[src/rtl/fa_pkg.sv]
// Shared constants and sample type for the FIR frame collector and its bank sub-module.
package fa_pkg;

    localparam int FA_N      = 16;
    localparam int FA_W      = 16;
    localparam int FA_FRAMES = 64;

    typedef logic signed [FA_W-1:0] sample_t;

endpackage : fa_pkg

[src/rtl/fir_frame_collector_if.sv]
// FIR sample stream in, parallel frame handshake out, plus run status.
interface fir_frame_collector_if
    import fa_pkg::*;
#(
    parameter int N      = FA_N,
    parameter int W      = FA_W,
    parameter int FRAMES = FA_FRAMES
) ();

    localparam int CW = $clog2(FRAMES + 1);

    logic                fir_valid;
    logic signed [W-1:0] fir_d;
    logic                frame_valid;
    logic                frame_ready;
    logic [N*W-1:0]      frame_data;
    logic [CW-1:0]       frame_cnt;
    logic                overflow;
    logic                done;

    // The collector side: consumes samples, produces frames.
    modport master (
        input  fir_valid,
        input  fir_d,
        input  frame_ready,
        output frame_valid,
        output frame_data,
        output frame_cnt,
        output overflow,
        output done
    );

    // The environment side: FIR source plus FFT consumer.
    modport slave (
        output fir_valid,
        output fir_d,
        output frame_ready,
        input  frame_valid,
        input  frame_data,
        input  frame_cnt,
        input  overflow,
        input  done
    );

endinterface : fir_frame_collector_if

[src/rtl/frame_bank.sv]
// One N x W sample bank: indexed single-sample write, whole bank visible as a flat read bus.
module frame_bank
    import fa_pkg::*;
#(
    parameter int N  = FA_N,
    parameter int W  = FA_W,
    parameter int IW = $clog2(N)
) (
    input  logic           clk,
    input  logic           rst,
    input  logic           we_i,
    input  logic [IW-1:0]  idx_i,
    input  logic [W-1:0]   wdata_i,
    output logic [N*W-1:0] rdata_o
);

    logic [W-1:0] mem_q [N];

    // NOTE: every cell is cleared on reset because the whole bank is visible on
    // frame_data; stale contents would leak out after reset.
    // NOTE: sequential state is assigned with <= so all registers update from
    // the same pre-edge values regardless of statement order.
    always_ff @(posedge clk or posedge rst) begin
        if (rst) begin
            for (int i = 0; i < N; i++) begin
                mem_q[i] <= '0;
            end
        end else if (we_i) begin
            mem_q[idx_i] <= wdata_i;
        end
    end

    for (genvar k = 0; k < N; k++) begin : g_flat
        assign rdata_o[k*W +: W] = mem_q[k];
    end

endmodule : frame_bank

[src/rtl/fir_frame_collector.sv]
// Ping-pong frame collector: packs FIR samples into N-sample frames for the FFT stage.
module fir_frame_collector
    import fa_pkg::*;
#(
    parameter int N      = FA_N,
    parameter int W      = FA_W,
    parameter int FRAMES = FA_FRAMES
) (
    input  logic                  clk,
    input  logic                  rst,
    fir_frame_collector_if.master bus
);

    localparam int IW = $clog2(N);
    localparam int CW = $clog2(FRAMES + 1);

    logic          wbank_q, wbank_d;
    logic [IW-1:0] widx_q, widx_d;
    logic [1:0]    full_q, full_d;
    logic          rbank_q, rbank_d;
    logic [CW-1:0] cnt_q, cnt_d;
    logic          overflow_q, overflow_d;
    logic          done_q, done_d;

    logic           wr_en, wr_last, drop, hs;
    logic [1:0]     bank_we;
    logic [N*W-1:0] bank_data [2];

    // Write and read sides both decide from pre-edge state, so a completion on
    // one bank and a handshake on the other in the same cycle never collide.
    always_comb begin
        // NOTE: every signal gets a default first so no path leaves one unassigned (no latches).
        wbank_d    = wbank_q;
        widx_d     = widx_q;
        full_d     = full_q;
        rbank_d    = rbank_q;
        cnt_d      = cnt_q;
        overflow_d = overflow_q;
        done_d     = done_q;

        wr_en   = bus.fir_valid && !done_q && !full_q[wbank_q];
        drop    = bus.fir_valid && !done_q && full_q[wbank_q];
        wr_last = wr_en && (widx_q == IW'(N - 1));
        hs      = full_q[rbank_q] && !done_q && bus.frame_ready;

        bank_we    = 2'b00;
        bank_we[0] = wr_en && !wbank_q;
        bank_we[1] = wr_en && wbank_q;

        if (wr_en) begin
            widx_d = widx_q + IW'(1);
        end
        if (wr_last) begin
            full_d[wbank_q] = 1'b1;
            wbank_d         = !wbank_q;
            widx_d          = '0;
        end
        if (drop) begin
            overflow_d = 1'b1;
        end

        if (hs) begin
            full_d[rbank_q] = 1'b0;
            rbank_d         = !rbank_q;
            cnt_d           = cnt_q + CW'(1);
            if (cnt_q == CW'(FRAMES - 1)) begin
                done_d = 1'b1;
            end
        end
    end

    always_ff @(posedge clk or posedge rst) begin
        if (rst) begin
            wbank_q    <= 1'b0;
            widx_q     <= '0;
            full_q     <= 2'b00;
            rbank_q    <= 1'b0;
            cnt_q      <= '0;
            overflow_q <= 1'b0;
            done_q     <= 1'b0;
        end else begin
            wbank_q    <= wbank_d;
            widx_q     <= widx_d;
            full_q     <= full_d;
            rbank_q    <= rbank_d;
            cnt_q      <= cnt_d;
            overflow_q <= overflow_d;
            done_q     <= done_d;
        end
    end

    for (genvar b = 0; b < 2; b++) begin : g_bank
        frame_bank #(
            .N (N),
            .W (W)
        ) u_bank (
            .clk     (clk),
            .rst     (rst),
            .we_i    (bank_we[b]),
            .idx_i   (widx_q),
            .wdata_i (bus.fir_d),
            .rdata_o (bank_data[b])
        );
    end

    // Once done, any frame written before the final handshake is withheld.
    assign bus.frame_valid = full_q[rbank_q] && !done_q;
    assign bus.frame_data  = rbank_q ? bank_data[1] : bank_data[0];
    assign bus.frame_cnt   = cnt_q;
    assign bus.overflow    = overflow_q;
    assign bus.done        = done_q;

endmodule : fir_frame_collector
[src/flat_wrapper.sv]
// flat-port wrapper written by rule: the top's interface ports become plain ports
module fir_frame_collector_flat import fa_pkg::*;
#(
    parameter int N      = FA_N,
    parameter int W      = FA_W,
    parameter int FRAMES = FA_FRAMES
)
  (clk, rst, bus_fir_valid, bus_fir_d, bus_frame_ready, bus_frame_valid, bus_frame_data, bus_frame_cnt, bus_overflow, bus_done);
  fir_frame_collector_if #(.N(N), .W(W), .FRAMES(FRAMES)) bus_i ();
  input  logic clk;
  input  logic rst;
  input wire logic [$bits(bus_i.fir_valid)-1:0] bus_fir_valid;
  input wire logic [$bits(bus_i.fir_d)-1:0] bus_fir_d;
  input wire logic [$bits(bus_i.frame_ready)-1:0] bus_frame_ready;
  output wire logic [$bits(bus_i.frame_valid)-1:0] bus_frame_valid;
  output wire logic [$bits(bus_i.frame_data)-1:0] bus_frame_data;
  output wire logic [$bits(bus_i.frame_cnt)-1:0] bus_frame_cnt;
  output wire logic [$bits(bus_i.overflow)-1:0] bus_overflow;
  output wire logic [$bits(bus_i.done)-1:0] bus_done;
  assign bus_i.fir_valid = bus_fir_valid;
  assign bus_i.fir_d = bus_fir_d;
  assign bus_i.frame_ready = bus_frame_ready;
  assign bus_frame_valid = bus_i.frame_valid;
  assign bus_frame_data = bus_i.frame_data;
  assign bus_frame_cnt = bus_i.frame_cnt;
  assign bus_overflow = bus_i.overflow;
  assign bus_done = bus_i.done;
  fir_frame_collector #(.N(N), .W(W), .FRAMES(FRAMES)) u_core (.clk(clk), .rst(rst), .bus(bus_i));
endmodule
[config.mk]
export PLATFORM = sky130hd
export DESIGN_NAME = fir_frame_collector_flat
export DESIGN_NICKNAME = d
export VERILOG_FILES = /design/src/rtl/fa_pkg.sv /design/src/rtl/fir_frame_collector_if.sv /design/src/rtl/frame_bank.sv /design/src/rtl/fir_frame_collector.sv /design/src/flat_wrapper.sv
export SDC_FILE = /design/constraint.sdc
export NUM_CORES = 1
export LEC_CHECK = 0
export BUFFER_PORTS_ARGS = -buffer_cell sky130_fd_sc_hd__buf_2
export CAP_MARGIN = 20
export CORE_AREA = 2 2 150 298
export CTS_BUF_LIST = sky130_fd_sc_hd__clkbuf_16
export DETAILED_ROUTE_END_ITERATION = 10
export DIE_AREA = 0 0 152 300
export PLACE_DENSITY = 0.79
export SETUP_SLACK_MARGIN = 0.1
export SLEW_MARGIN = 20
export SYNTH_ARGS = -nofsm -noshare
export SYNTH_HDL_FRONTEND = slang
export SYNTH_SLANG_ARGS = --single-unit
[constraint.sdc]
create_clock -name clk -period 34.6 [get_ports clk]
set_input_delay 3.46 -clock clk [delete_from_list [all_inputs] [get_ports clk]]
set_output_delay 3.46 -clock clk [all_outputs]
set_load 0.05 [all_outputs]
=== After elaboration in Yosys (flattened, before gate mapping) ===
Cells that the tools add are included.

* Bits in registers: 529

* Add/sub/neg operators: 2
* Magnitude comparators: 6
* Equal/unequal tests: 2
* Multiplexer cells: 17
* Bitwise logic cells: 4
* Reductions and logical operators: 17

{| class="wikitable"
|+ Operator list
! operator !! number
|-
| bitwise mux 256 bit || 2
|-
| 2-to-1 mux 256 bit || 1
|-
| demux 16 bit (select 4 bit) || 1
|-
| 2-to-1 mux 16 bit || 1
|-
| logical AND 1 bit || 11
|-
| 2-to-1 mux 4 bit || 2
|-
| adder 7 x 1 -> 7 bit, second input constant || 1
|-
| == test 7 x 6 -> 1 bit, second input constant || 1
|-
| 2-to-1 mux 1 bit || 6
|-
| >= comparator 5 bit, second input constant || 1
|-
| less-than comparator 5 x 1 -> 1 bit, second input constant || 1
|-
| inverter 4 -> 5 bit || 1
|-
| adder 4 x 1 -> 4 bit, second input constant || 1
|-
| == test 4 bit, second input constant || 1
|-
| logical NOT 1 bit || 4
|-
| less-than comparator 1 x 2 -> 1 bit, second input constant || 2
|-
| 2-to-1 mux 2 bit || 2
|-
| AND 2 bit || 1
|-
| demux 1 bit (select 1 bit) || 2
|-
| >= comparator 1 bit, second input constant || 2
|-
| inverter 2 bit || 1
|-
| OR 2 bit || 1
|-
| AND reduction 2 bit || 1
|-
| nonzero test 2 bit || 1
|}

=== Longest topological paths before layout ===
* Word-level depth: 8
* Mapped depth: 8
* Mapped depth without buffers: 5

=== Modules after synthesis ===
A second synthesis with hierarchy kept.

* Cell total of the unflattened synthesis: 1503
* Area, all modules: 23168.5 um^2

{| class="wikitable"
|+ Modules (own cells, without submodules)
! module !! instances !! cells an instance !! area each (um^2) !! sequential area each (um^2)
|-
| frame_bank || 2 || 575 || 9649.3 || 6406.1
|-
| fir_frame_collector || 1 || 353 || 3870.0 || 425.4
|}

=== Worst setup path after synthesis ===
Ideal clock, no wire load.

* Kind: reg2out
* From: register u_core.rbank_q
* To: output bus_frame_data[10]
* Data arrival time: 1753 ps
* Data required time: 31140 ps
* Setup slack: 29387 ps
* Cell stages (with the launch flop): 5
* Buffers on the path: 3
* Cell sequence: dfrtp_1 -> clkbuf_1 -> buf_1 -> buf_1 -> mux2_2

* Word-level cells in the longest chain between the ends: 1

{| class="wikitable"
|+ RTL lines
! element !! line !! RTL
|-
| start, declared || fir_frame_collector.sv:20 || <nowiki>logic rbank_q, rbank_d;</nowiki>
|-
| start signal, assigned || fir_frame_collector.sv:85 || <nowiki>rbank_q <= rbank_d;</nowiki>
|-
| 2-to-1 mux 256 bit || fir_frame_collector.sv:108 || <nowiki>assign bus.frame_data = rbank_q ? bank_data[1] : bank_data[0];</nowiki>
|-
| end, declared || flat_wrapper.sv:16 || <nowiki>output wire logic [$bits(bus_i.frame_data)-1:0] bus_frame_data;</nowiki>
|}

No other way between the ends.

=== Worst setup path in the final report ===
* From: register u_core.rbank_q
* To: output bus_frame_valid

* Word-level cells in the longest chain between the ends: 3

{| class="wikitable"
|+ RTL lines
! element !! line !! RTL
|-
| 2-to-1 mux 1 bit (not written as such) (2 in series) || fir_frame_collector.sv:107 || <nowiki>assign bus.frame_valid = full_q[rbank_q] && !done_q;</nowiki>
|-
| logical AND 1 bit || fir_frame_collector.sv:107 ||
|-
| end, declared || flat_wrapper.sv:15 || <nowiki>output wire logic [$bits(bus_i.frame_valid)-1:0] bus_frame_valid;</nowiki>
|}

No other way between the ends. The select of a mux whose other input is x is not followed.

==> impl_results.md <==
- DP HPWL: 35350 µm
- IO Pins: 286
- Final Skew: 0.01248 ns
- Detailed Route WL: 54140 µm
- Worst Path Class, Setup: reg2out
- Crit path from: u_core.rbank_q
- R2r startpoint: u_core.rbank_q
- Grt ovf: 0
- Syn Nets: 1547
- Total number of vias: 13328
- Via density: 5.720
- Worst-Margin Slew: 1.146 ns
- WP data arrival: 3.67 ns
- # rows: 108
- Port buffer count: 285
- Top FF cell, synth: dfrtp_1
- Layout cell share with drive strength beyond 1: 0.6565
- Synthesis-to-finish area growth: 13.30%
- CP required: 31.14 ns
- Ys Warns: 0
- Pin count of the biggest net entering global routing: 184
- Syn_area_per_cell: 15.50 µm²
- Avg WL per Cell: 23.23 µm
- Maximum buffer depth of the clock tree: 3
- Min-Delay Path Class: reg2reg
- EDFF count, synth: 0
- Synth async-reset ratio: 1.000
- Drt drc: 0
- Hold Crit Start: u_core.bus.overflow
- Fin crit share: 0.2062
- CTS Buf Count: 46
- Initial antenna violation count: 2
- Max_slew headroom: 0.2359
- Cell Area, Synth: 23600 µm²
- Post-CTS Hold Fix Bufs: 0
- CTS tree: built
- Setup Buffers After CTS: 0
- Max-slew violations: 0
- Syn Inst Count: 1522
- Resize count post-CTS: 0
- Fmax: 140.2 MHz
- Final hold violations: 0
- Total negative setup slack: 0 ns
- Pre-antenna DRT Iters: 4
- Critical Path Start Type: register
- Tmin final: 7.133 ns
- Clock Sinks: 529
- Final Wtd Congestion: 0.7555
- Root Driver: clkbuf_16
- Die X: 152 µm
- Final setup viols: 0
- CP endpoint kind: output port
- CTS H-tree depth: 2
- CP Cell Sequence: buf_12 -> buf_16 -> mux2i_1 -> nor2_1 -> buf_2
- Final ANT Viol Nets: 0
- Vias in the first global route: 14514
- CP max FO: 119
- Initial Utilization: 0.5440
- First-pass GRT wire length: 85370 µm
- Worst-skew pair later-pin latency: 0.56 ns
- Status: complete, no violations
- Distinct cells, synth: 39
- Area contributors post-synth: dfrtp_1 56%, mux2_2 35%, mux2_4 2.5%, clkbuf_1 1.1%, nor3_2 0.76%
- Synth area leader: dfrtp_1
- Register area share after synthesis: 0.5610
- Max Cap Violations: 0
- Crit path max-delay cell type: dfrtp_4
- Yosys top cell area share: 0.5610
- RSZ-0062 raised after global routing: false
- Die area: 45600 µm²
- Die Ht: 300 µm
- GRT Overall Usage: 0.2377
- Clk pin slew, worst setup/hold paths: 0.07 ns
- Initial drt markers: 555
- CORE AREA: 43380 µm²
- Nets@finish: 1771
- Synthesized flop and latch total: 529
- Max stage delay on crit path: 1.14 ns
-- critical path: cells and delay by family (launching register included) --
family	cells	cell delay [ns]
muxes	1	0.46
and+or+nand+nor	1	0.07
DFF	1	1.14
buffers and inverters	3	1.03
-- cells by family after synthesis --
family | after synthesis | synth area share
fa+ha+maj | 5 | 0.002651
simple gates | 65 | 0.02376
mux | 774 | 0.3756
buf+inv | 133 | 0.03155
compound gates | 8 | 0.002493
xor+xnor | 8 | 0.002969
flops | 529 | 0.5610
-- cells in the final DEF (no fill, tap or decap), types with 2 or more instances in the layout --
cell type and instances:
xnor2_1 4, buf_2 285, or3_1 3, mux2i_1 3, nand2_1 4, mux2_2 727, nand3_1 5, buf_12 2
nor3_1 4, nand2b_1 5, nor4_4 4, nor3_4 14, nor2_1 2, ha_1 5, a21oi_1 2, inv_1 15
bufinv_16 4, xor2_1 4, nor2b_1 2, mux2_1 4, clkinv_1 3, a2bb2oi_1 2, dfrtp_1 528, nand3b_1 4
nor3_2 8, clkinv_2 13, or4_1 4, clkbuf_16 49, mux2_4 40, buf_4 14
-- stage by stage --
stage	cell area [µm²]	util	setup WS, ns	hold WS (ns)	cells
2_1_floorplan	23600	-	16.36	0.4602	1522
3_3_place_gp	25210	0.5813	28.26	0.4531	2246
3_5_place_dp	25210	0.5813	28.20	0.4585	2246
4_1_cts	26690	0.6152	27.63	0.4882	2327
5_1_grt	26730	0.6163	27.31	0.5125	2330
6_report	26730	0.6163	27.47	0.4821	2330
-- Yosys cell counts (all sizes together), types with 5 or more instances --
library cell,number
buf,56
clkbuf,72
nor3,26
nand3,5
ha,5
nand2b,6
nor4,5
inv,5
dfrtp,529
mux2,771
-- per-layer routing --
metal  up-vias  track usage  routed length, µm
li1       5855            -                  -
met5         -            0                  7
met4         2      0.08389               1768
met1      7098       0.2790              21070
met3        86      0.03719               2150
met2       287       0.4398              29140
-- state kept, by name, indices dropped and copies added (netlist names) --
register and flops:
u_core.g_bank.u_bank.rdata_o 512, u_core.bus.frame_cnt 7, u_core.widx_q 4, u_core.full_q 2, u_core.bus.done 1, u_core.bus.overflow 1
u_core.rbank_q 1, u_core.wbank_q 1
-- worst paths after layout --
kind                                                       end  slack [ns]  depth (start not counted)
hold reg to reg                            u_core.bus.overflow        0.48                          1
setup reg to reg                       u_core.bus.frame_cnt[1]       31.00                          5
min in group asynchronous  u_core.g_bank[1].u_bank.rdata_o[35]        3.04                          2
hold / removal                             u_core.bus.overflow        0.48                          1
max in group asynchronous  u_core.g_bank[1].u_bank.rdata_o[87]       29.25                          4
setup / recovery                               bus_frame_valid       27.47                          5
-- layout make-up --
type / instances / area, µm²
flip-flops and latches: 529 / 13240
fillers: 3295 / 16640
well taps: 550 / 688.2
clock inverters: 32 / 245.2
clock buffers: 49 / 1226
inverters: 5 / 26.28
multi-input cells: 860 / 9679
diodes: 1 / 2.502
repair buffers: 304 / 1625
Power is not shown: default switching activity piles up to over one toggle a cycle in this logic, so the estimate is an artifact.
